[src/rtl/dso_rd_sched_if.sv]
// Control/readout bundle between the run-control/display side and the
// capture/readout scheduler.
interface dso_rd_sched_if #(
    parameter int unsigned ADDR_W = 10
);
    logic              run_req;
    logic              single_req;
    logic              wave_ready;
    logic              rd_start;
    logic              wave_run;
    logic              ram_rd_en;
    logic [ADDR_W-1:0] wave_rd_addr;
    logic              ram_rd_over;
    logic              rd_valid;
    logic              force_trig;
    logic              busy;
    logic [15:0]       frame_cnt;

    modport master (
        output run_req, single_req, wave_ready, rd_start,
        input  wave_run, ram_rd_en, wave_rd_addr, ram_rd_over, rd_valid, force_trig, busy,
               frame_cnt
    );

    modport slave (
        input  run_req, single_req, wave_ready, rd_start,
        output wave_run, ram_rd_en, wave_rd_addr, ram_rd_over, rd_valid, force_trig, busy,
               frame_cnt
    );
endinterface

[src/rtl/dso_rd_sched.sv]
// Capture/readout scheduler: arms capture, waits for a held frame, streams POINTS
// wave-RAM addresses per display request. Optional auto trigger: DSO_AUTO_TRIG_EN.
module dso_rd_sched #(
    parameter int unsigned POINTS       = 640,
    parameter int unsigned ADDR_W       = 10,
    parameter int unsigned RD_LAT       = 1,
    parameter int unsigned AUTO_TIMEOUT = 2_000_000
) (
    input logic           clk,
    input logic           rst,
    dso_rd_sched_if.slave bus
);
    typedef enum logic [2:0] {StIdle, StCapt, StPend, StRead, StRearm} state_e;

    localparam logic [ADDR_W-1:0] LastAddr = ADDR_W'(POINTS - 1);

    state_e            st_q, st_d;
    logic [ADDR_W-1:0] cnt_q, cnt_d;
    logic              single_q, single_d;
    logic              wave_run_q, rd_en_q, over_q, busy_q, force_q;
    logic [ADDR_W-1:0] addr_q;
    logic [15:0]       frame_q;
    logic [RD_LAT-1:0] lat_q;
    logic              cont_drop;

    // Dropping run_req only stops an acquisition that is not single-shot.
    assign cont_drop = !bus.run_req && !single_q;

    always_comb begin
        st_d     = st_q;
        cnt_d    = cnt_q;
        single_d = single_q;
        unique case (st_q)
            StIdle: begin
                if (bus.run_req) begin
                    st_d     = StCapt;
                    single_d = 1'b0;
                end else if (bus.single_req) begin
                    st_d     = StCapt;
                    single_d = 1'b1;
                end
            end
            StCapt: begin
                if (cont_drop)           st_d = StIdle;
                else if (bus.wave_ready) st_d = StPend;
            end
            StPend: begin
                if (cont_drop) begin
                    st_d = StIdle;
                end else if (bus.rd_start) begin
                    st_d  = StRead;
                    cnt_d = '0;
                end
            end
            StRead: begin
                if (cnt_q == LastAddr) st_d = StRearm;
                else                   cnt_d = cnt_q + ADDR_W'(1);
            end
            StRearm: begin
                st_d     = (bus.run_req && !single_q) ? StCapt : StIdle;
                single_d = 1'b0;
            end
            default: st_d = StIdle;
        endcase
    end

    always_ff @(posedge clk) begin
        if (rst) begin
            st_q       <= StIdle;
            cnt_q      <= '0;
            single_q   <= 1'b0;
            wave_run_q <= 1'b0;
            rd_en_q    <= 1'b0;
            over_q     <= 1'b0;
            busy_q     <= 1'b0;
            addr_q     <= '0;
            frame_q    <= '0;
            lat_q      <= '0;
        end else begin
            st_q       <= st_d;
            cnt_q      <= cnt_d;
            single_q   <= single_d;
            wave_run_q <= (st_q == StCapt) || (st_q == StPend) || (st_q == StRead);
            rd_en_q    <= (st_q == StRead);
            over_q     <= (st_q == StRead) && (cnt_q == LastAddr);
            busy_q     <= (st_q != StIdle);
            if (st_q == StRead)  addr_q  <= cnt_q;
            if (st_q == StRearm) frame_q <= frame_q + 16'd1;
            lat_q[0] <= rd_en_q;
            for (int i = 1; i < RD_LAT; i++) lat_q[i] <= lat_q[i-1];
        end
    end

`ifdef DSO_AUTO_TRIG_EN
    logic [31:0] to_q;

    // Counts only consecutive CAPT cycles; any state change restarts it.
    always_ff @(posedge clk) begin
        if (rst) begin
            to_q    <= '0;
            force_q <= 1'b0;
        end else begin
            force_q <= 1'b0;
            if (st_q == StCapt && st_d == StCapt) begin
                if (to_q == 32'(AUTO_TIMEOUT - 1)) begin
                    to_q    <= '0;
                    force_q <= 1'b1;
                end else begin
                    to_q <= to_q + 32'd1;
                end
            end else begin
                to_q <= '0;
            end
        end
    end
`else
    logic unused_timeout;
    assign unused_timeout = ^AUTO_TIMEOUT;
    assign force_q        = 1'b0;
`endif

    assign bus.wave_run     = wave_run_q;
    assign bus.ram_rd_en    = rd_en_q;
    assign bus.wave_rd_addr = addr_q;
    assign bus.ram_rd_over  = over_q;
    assign bus.rd_valid     = lat_q[RD_LAT-1];
    assign bus.force_trig   = force_q;
    assign bus.busy         = busy_q;
    assign bus.frame_cnt    = frame_q;
endmodule

[src/flat_wrapper.sv]
// flat-port wrapper written by rule: the top's interface ports become plain ports
module dso_rd_sched_flat 
#(
    parameter int unsigned POINTS       = 640,
    parameter int unsigned ADDR_W       = 10,
    parameter int unsigned RD_LAT       = 1,
    parameter int unsigned AUTO_TIMEOUT = 2_000_000
)
  (clk, rst, bus_run_req, bus_single_req, bus_wave_ready, bus_rd_start, bus_wave_run, bus_ram_rd_en, bus_wave_rd_addr, bus_ram_rd_over, bus_rd_valid, bus_force_trig, bus_busy, bus_frame_cnt);
  dso_rd_sched_if #(.ADDR_W(ADDR_W)) bus_i ();
  input logic clk;
  input logic rst;
  input wire logic [$bits(bus_i.run_req)-1:0] bus_run_req;
  input wire logic [$bits(bus_i.single_req)-1:0] bus_single_req;
  input wire logic [$bits(bus_i.wave_ready)-1:0] bus_wave_ready;
  input wire logic [$bits(bus_i.rd_start)-1:0] bus_rd_start;
  output wire logic [$bits(bus_i.wave_run)-1:0] bus_wave_run;
  output wire logic [$bits(bus_i.ram_rd_en)-1:0] bus_ram_rd_en;
  output wire logic [$bits(bus_i.wave_rd_addr)-1:0] bus_wave_rd_addr;
  output wire logic [$bits(bus_i.ram_rd_over)-1:0] bus_ram_rd_over;
  output wire logic [$bits(bus_i.rd_valid)-1:0] bus_rd_valid;
  output wire logic [$bits(bus_i.force_trig)-1:0] bus_force_trig;
  output wire logic [$bits(bus_i.busy)-1:0] bus_busy;
  output wire logic [$bits(bus_i.frame_cnt)-1:0] bus_frame_cnt;
  assign bus_i.run_req = bus_run_req;
  assign bus_i.single_req = bus_single_req;
  assign bus_i.wave_ready = bus_wave_ready;
  assign bus_i.rd_start = bus_rd_start;
  assign bus_wave_run = bus_i.wave_run;
  assign bus_ram_rd_en = bus_i.ram_rd_en;
  assign bus_wave_rd_addr = bus_i.wave_rd_addr;
  assign bus_ram_rd_over = bus_i.ram_rd_over;
  assign bus_rd_valid = bus_i.rd_valid;
  assign bus_force_trig = bus_i.force_trig;
  assign bus_busy = bus_i.busy;
  assign bus_frame_cnt = bus_i.frame_cnt;
  dso_rd_sched #(.POINTS(POINTS), .ADDR_W(ADDR_W), .RD_LAT(RD_LAT), .AUTO_TIMEOUT(AUTO_TIMEOUT)) u_core (.clk(clk), .rst(rst), .bus(bus_i));
endmodule
[config.mk]
export PLATFORM = sky130hd
export DESIGN_NAME = dso_rd_sched_flat
export DESIGN_NICKNAME = d
export VERILOG_FILES = /design/src/rtl/dso_rd_sched_if.sv /design/src/rtl/dso_rd_sched.sv /design/src/flat_wrapper.sv
export SDC_FILE = /design/constraint.sdc
export NUM_CORES = 1
export LEC_CHECK = 0
export CELL_PAD_IN_SITES_DETAIL_PLACEMENT = 0
export CELL_PAD_IN_SITES_GLOBAL_PLACEMENT = 1
export CORE_MARGIN = 2
export CORE_UTILIZATION = 35
export CTS_BUF_LIST = sky130_fd_sc_hd__clkbuf_4 sky130_fd_sc_hd__clkbuf_8
export DETAILED_ROUTE_END_ITERATION = 6
export PLACE_DENSITY = 0.72
export SKIP_CTS_REPAIR_TIMING = 1
export SLEW_MARGIN = 20
export SYNTH_ARGS = -nofsm -noshare
export SYNTH_HDL_FRONTEND = slang
export SYNTH_SLANG_ARGS = --single-unit
[constraint.sdc]
create_clock -name clk -period 2.4 [get_ports clk]
set_input_delay 0.6 -clock clk [delete_from_list [all_inputs] [get_ports clk]]
set_output_delay 0.6 -clock clk [all_outputs]
set_load 0.02 [all_outputs]
==> run metrics <==
# fillers 539; Max Freq 504 MHz; Root Driver clkbuf_8; max-slew violation count 0; GRT Overall Usage 14.4%; Tightest Hold Check Type reg2reg; Post-Syn Area 2000 µm²; Placeable Area 5510 µm²; synth unique cells 45; IO Port Bufs 36; Tmin final 1.98 ns; Yosys top cell by area dfxtp_1; Power Density 550 nW/µm²; worst slack, placed 0.327 ns; clock buffer depth 2; layout cells sized above 1 7.75%; first-pass GRT wire length 7.31 mm; kind of critical path reg2reg; Antenna Cells 0; drc violations 0; leakage 0.908 nW; Slowest Stage Delay on Critical Path 0.48 ns; setup violators final 0; Routed WL per cell 12.3 µm; critical path data arrival time 2.14 ns; Power Total 1.41 mW; Area growth syn-to-layout 28.1%; critical path, cell by cell ha_1 > nand4_1 > o31ai_1 > buf_4 > o211a_1 > a2111oi_0; Top delay family on crit path compound AO/OA/AOI/OAI gates; row count 27; die area 6330 µm²; Sink Count 45; status finished clean; Final HPWL DP 3.04 mm; CP max FO 6; max_cap viols 0; critical path required time 2.56 ns; Synth Net Count 239; skew final 0.00430 ns; register area share after synthesis 45.1%; clock slew at reported path FFs 0.08 ns; Max rail drop VDD 0.000222 V; dominant synthesized flop cell dfxtp_1; Die Span Y 79.5 µm; worst hold slack 0.458 ns; Syn. warnings 0; dpl cells 336; Die Span X 79.5 µm; worst skew pair latency 0.29 ns; unrepaired setup endpoints after global routing false; Vias 1710; Final Hold Violating Endpoints 0; Critical path buffers and inverters 1; top post-synthesis cells by count dfxtp_1, nand2_1, a21oi_1; Yosys top cell area share 45.1%; nature of the critical path endpoint flip-flop; crit path max-delay cell type o31ai_1; CTS tree yes; number of global-route vias before repair 1574; Register Area 901 µm²; Multi-input gate area 1020 µm²; Post-Syn Instances 231; Area contributors post-synth dfxtp_1, nand2_1, a21oi_1, nand3_1, nor2_1; Syn Area/Cell 8.64 µm²; PnR worst setup slack 0.415 ns; CP Launch Type flip-flop; Seq cells post-synth 45; Congestion Overflow GR 0; Synth async-reset ratio 0%; fin nets 279; H-Tree Depth 2; final RePlAce weighted congestion 0.786; IO Count 38; TritonCTS Buffers 5; largest net degree at the start of global routing 30; initial antenna violation count 0; drt pass-1 iters 4; total negative slack 0 ns; Initial Utilization 36.3%; DRT iter0 DRCs 74; count leader, synth dfxtp_1; share of the clock period used by the worst path 82.7%; EDFF count, synth 0; Via density 4.99; Detailed Route WL 4.22 mm; remaining antenna violation count 0; Non-Filler Instances 343
[metal layers]
metal / wire [µm] / share of wire, % / GRT usage (%) / vias to the layer above
li1: - / - / - / 890
met1: 2150 / 51 / 19.4 / 784
met2: 1860 / 44 / 22.3 / 34
met3: 188 / 4.5 / 3.96 / 2
met4: 31 / 0.73 / 5.00 / 0
met5: 0 / 0 / 0 / -
[cells by family (layout without fill, tap and decap cells)]
logic type                 after synthesis  in the layout  synth area share (%)
AOI/OAI and AO/OA                       45             45                  14.4
xor gates and xnor gates                10             10                  4.39
adders and majority gates                2              2                  1.25
buffers and inverters                   18             58                  4.01
DFF                                     45             45                  45.1
muxes                                    3              3                  1.69
other                                    1              1                 0.188
and+or+nand+nor                        107            107                  28.9
[metrics by stage]
stage	util, %	area (µm²)
global placement	44.6	2450
finish	46.4	2560
floorplan	-	2000
detailed placement	44.6	2450
CTS	46.4	2560
global route	46.4	2560
[placed cells by master, fill, tap and decap left out, types with 3 or more instances in the layout]
cell type	n
clkdlybuf4s50_1	36
nand3_1	14
xnor2_1	5
a21o_1	3
or4_1	3
o32ai_1	3
inv_1	7
and3b_1	4
nand4_1	4
buf_4	8
nor3_1	8
and3_1	4
nand2_1	30
a21oi_1	20
clkbuf_8	5
xor2_1	5
dfxtp_1	45
o21ai_0	6
o211ai_1	3
nor2_1	18
nor2b_1	5
or3_1	5
[cell type report]
cell class | instances | area share [%]
Multi-Input combinational cell | 168 | 39.7
Timing Repair Buffer | 44 | 16.4
Sequential cell | 45 | 35.2
Tap cell | 72 | 3.52
Inverter | 7 | 1.03
Clock inverter | 2 | 1.37
Clock buffer | 5 | 2.69
[tightest hold or removal path: cells and delay by family, from the launching register on]
family	cells	cell delay, ns
AO/OA/AOI/OAI	1	0.05
AND/OR/NAND/NOR	1	0.05
flip-flops	1	0.32
[registers in the layout, indices dropped and copies added, names as in the netlist]
| signal | flops |
|---|---|
| u_core.bus.rd_valid | 1 |
| u_core.cnt_q | 10 |
| u_core.bus.ram_rd_over | 1 |
| u_core.bus.wave_run | 1 |
| u_core.st_q | 3 |
| u_core.bus.busy | 1 |
| u_core.bus.wave_rd_addr | 10 |
| u_core.bus.ram_rd_en | 1 |
| u_core.bus.frame_cnt | 16 |
| u_core.single_q | 1 |
[report_power, final]
part / switching [mW] / internal, mW / total, mW
Clock: 0.247 / 0.303 / 0.550
Sequential: 0.00996 / 0.755 / 0.765
Combinational: 0.0486 / 0.0422 / 0.0908
Total: 0.306 / 1.10 / 1.41
[final timing paths]
| path | end | slack [ns] | startpoint | depth (start not counted) |
|---|---|---|---|---|
| min reg2reg | u_core.bus.wave_rd_addr[2] | 0.46 | u_core.bus.wave_rd_addr[2] | 2 |
| max reg2reg | u_core.st_q[0] | 0.42 | u_core.cnt_q[0] | 6 |
| max | u_core.st_q[0] | 0.42 | u_core.cnt_q[0] | 6 |
| min | u_core.bus.wave_rd_addr[2] | 0.46 | u_core.bus.wave_rd_addr[2] | 2 |
No activity file was read; power rests on OpenSTA's default activity.
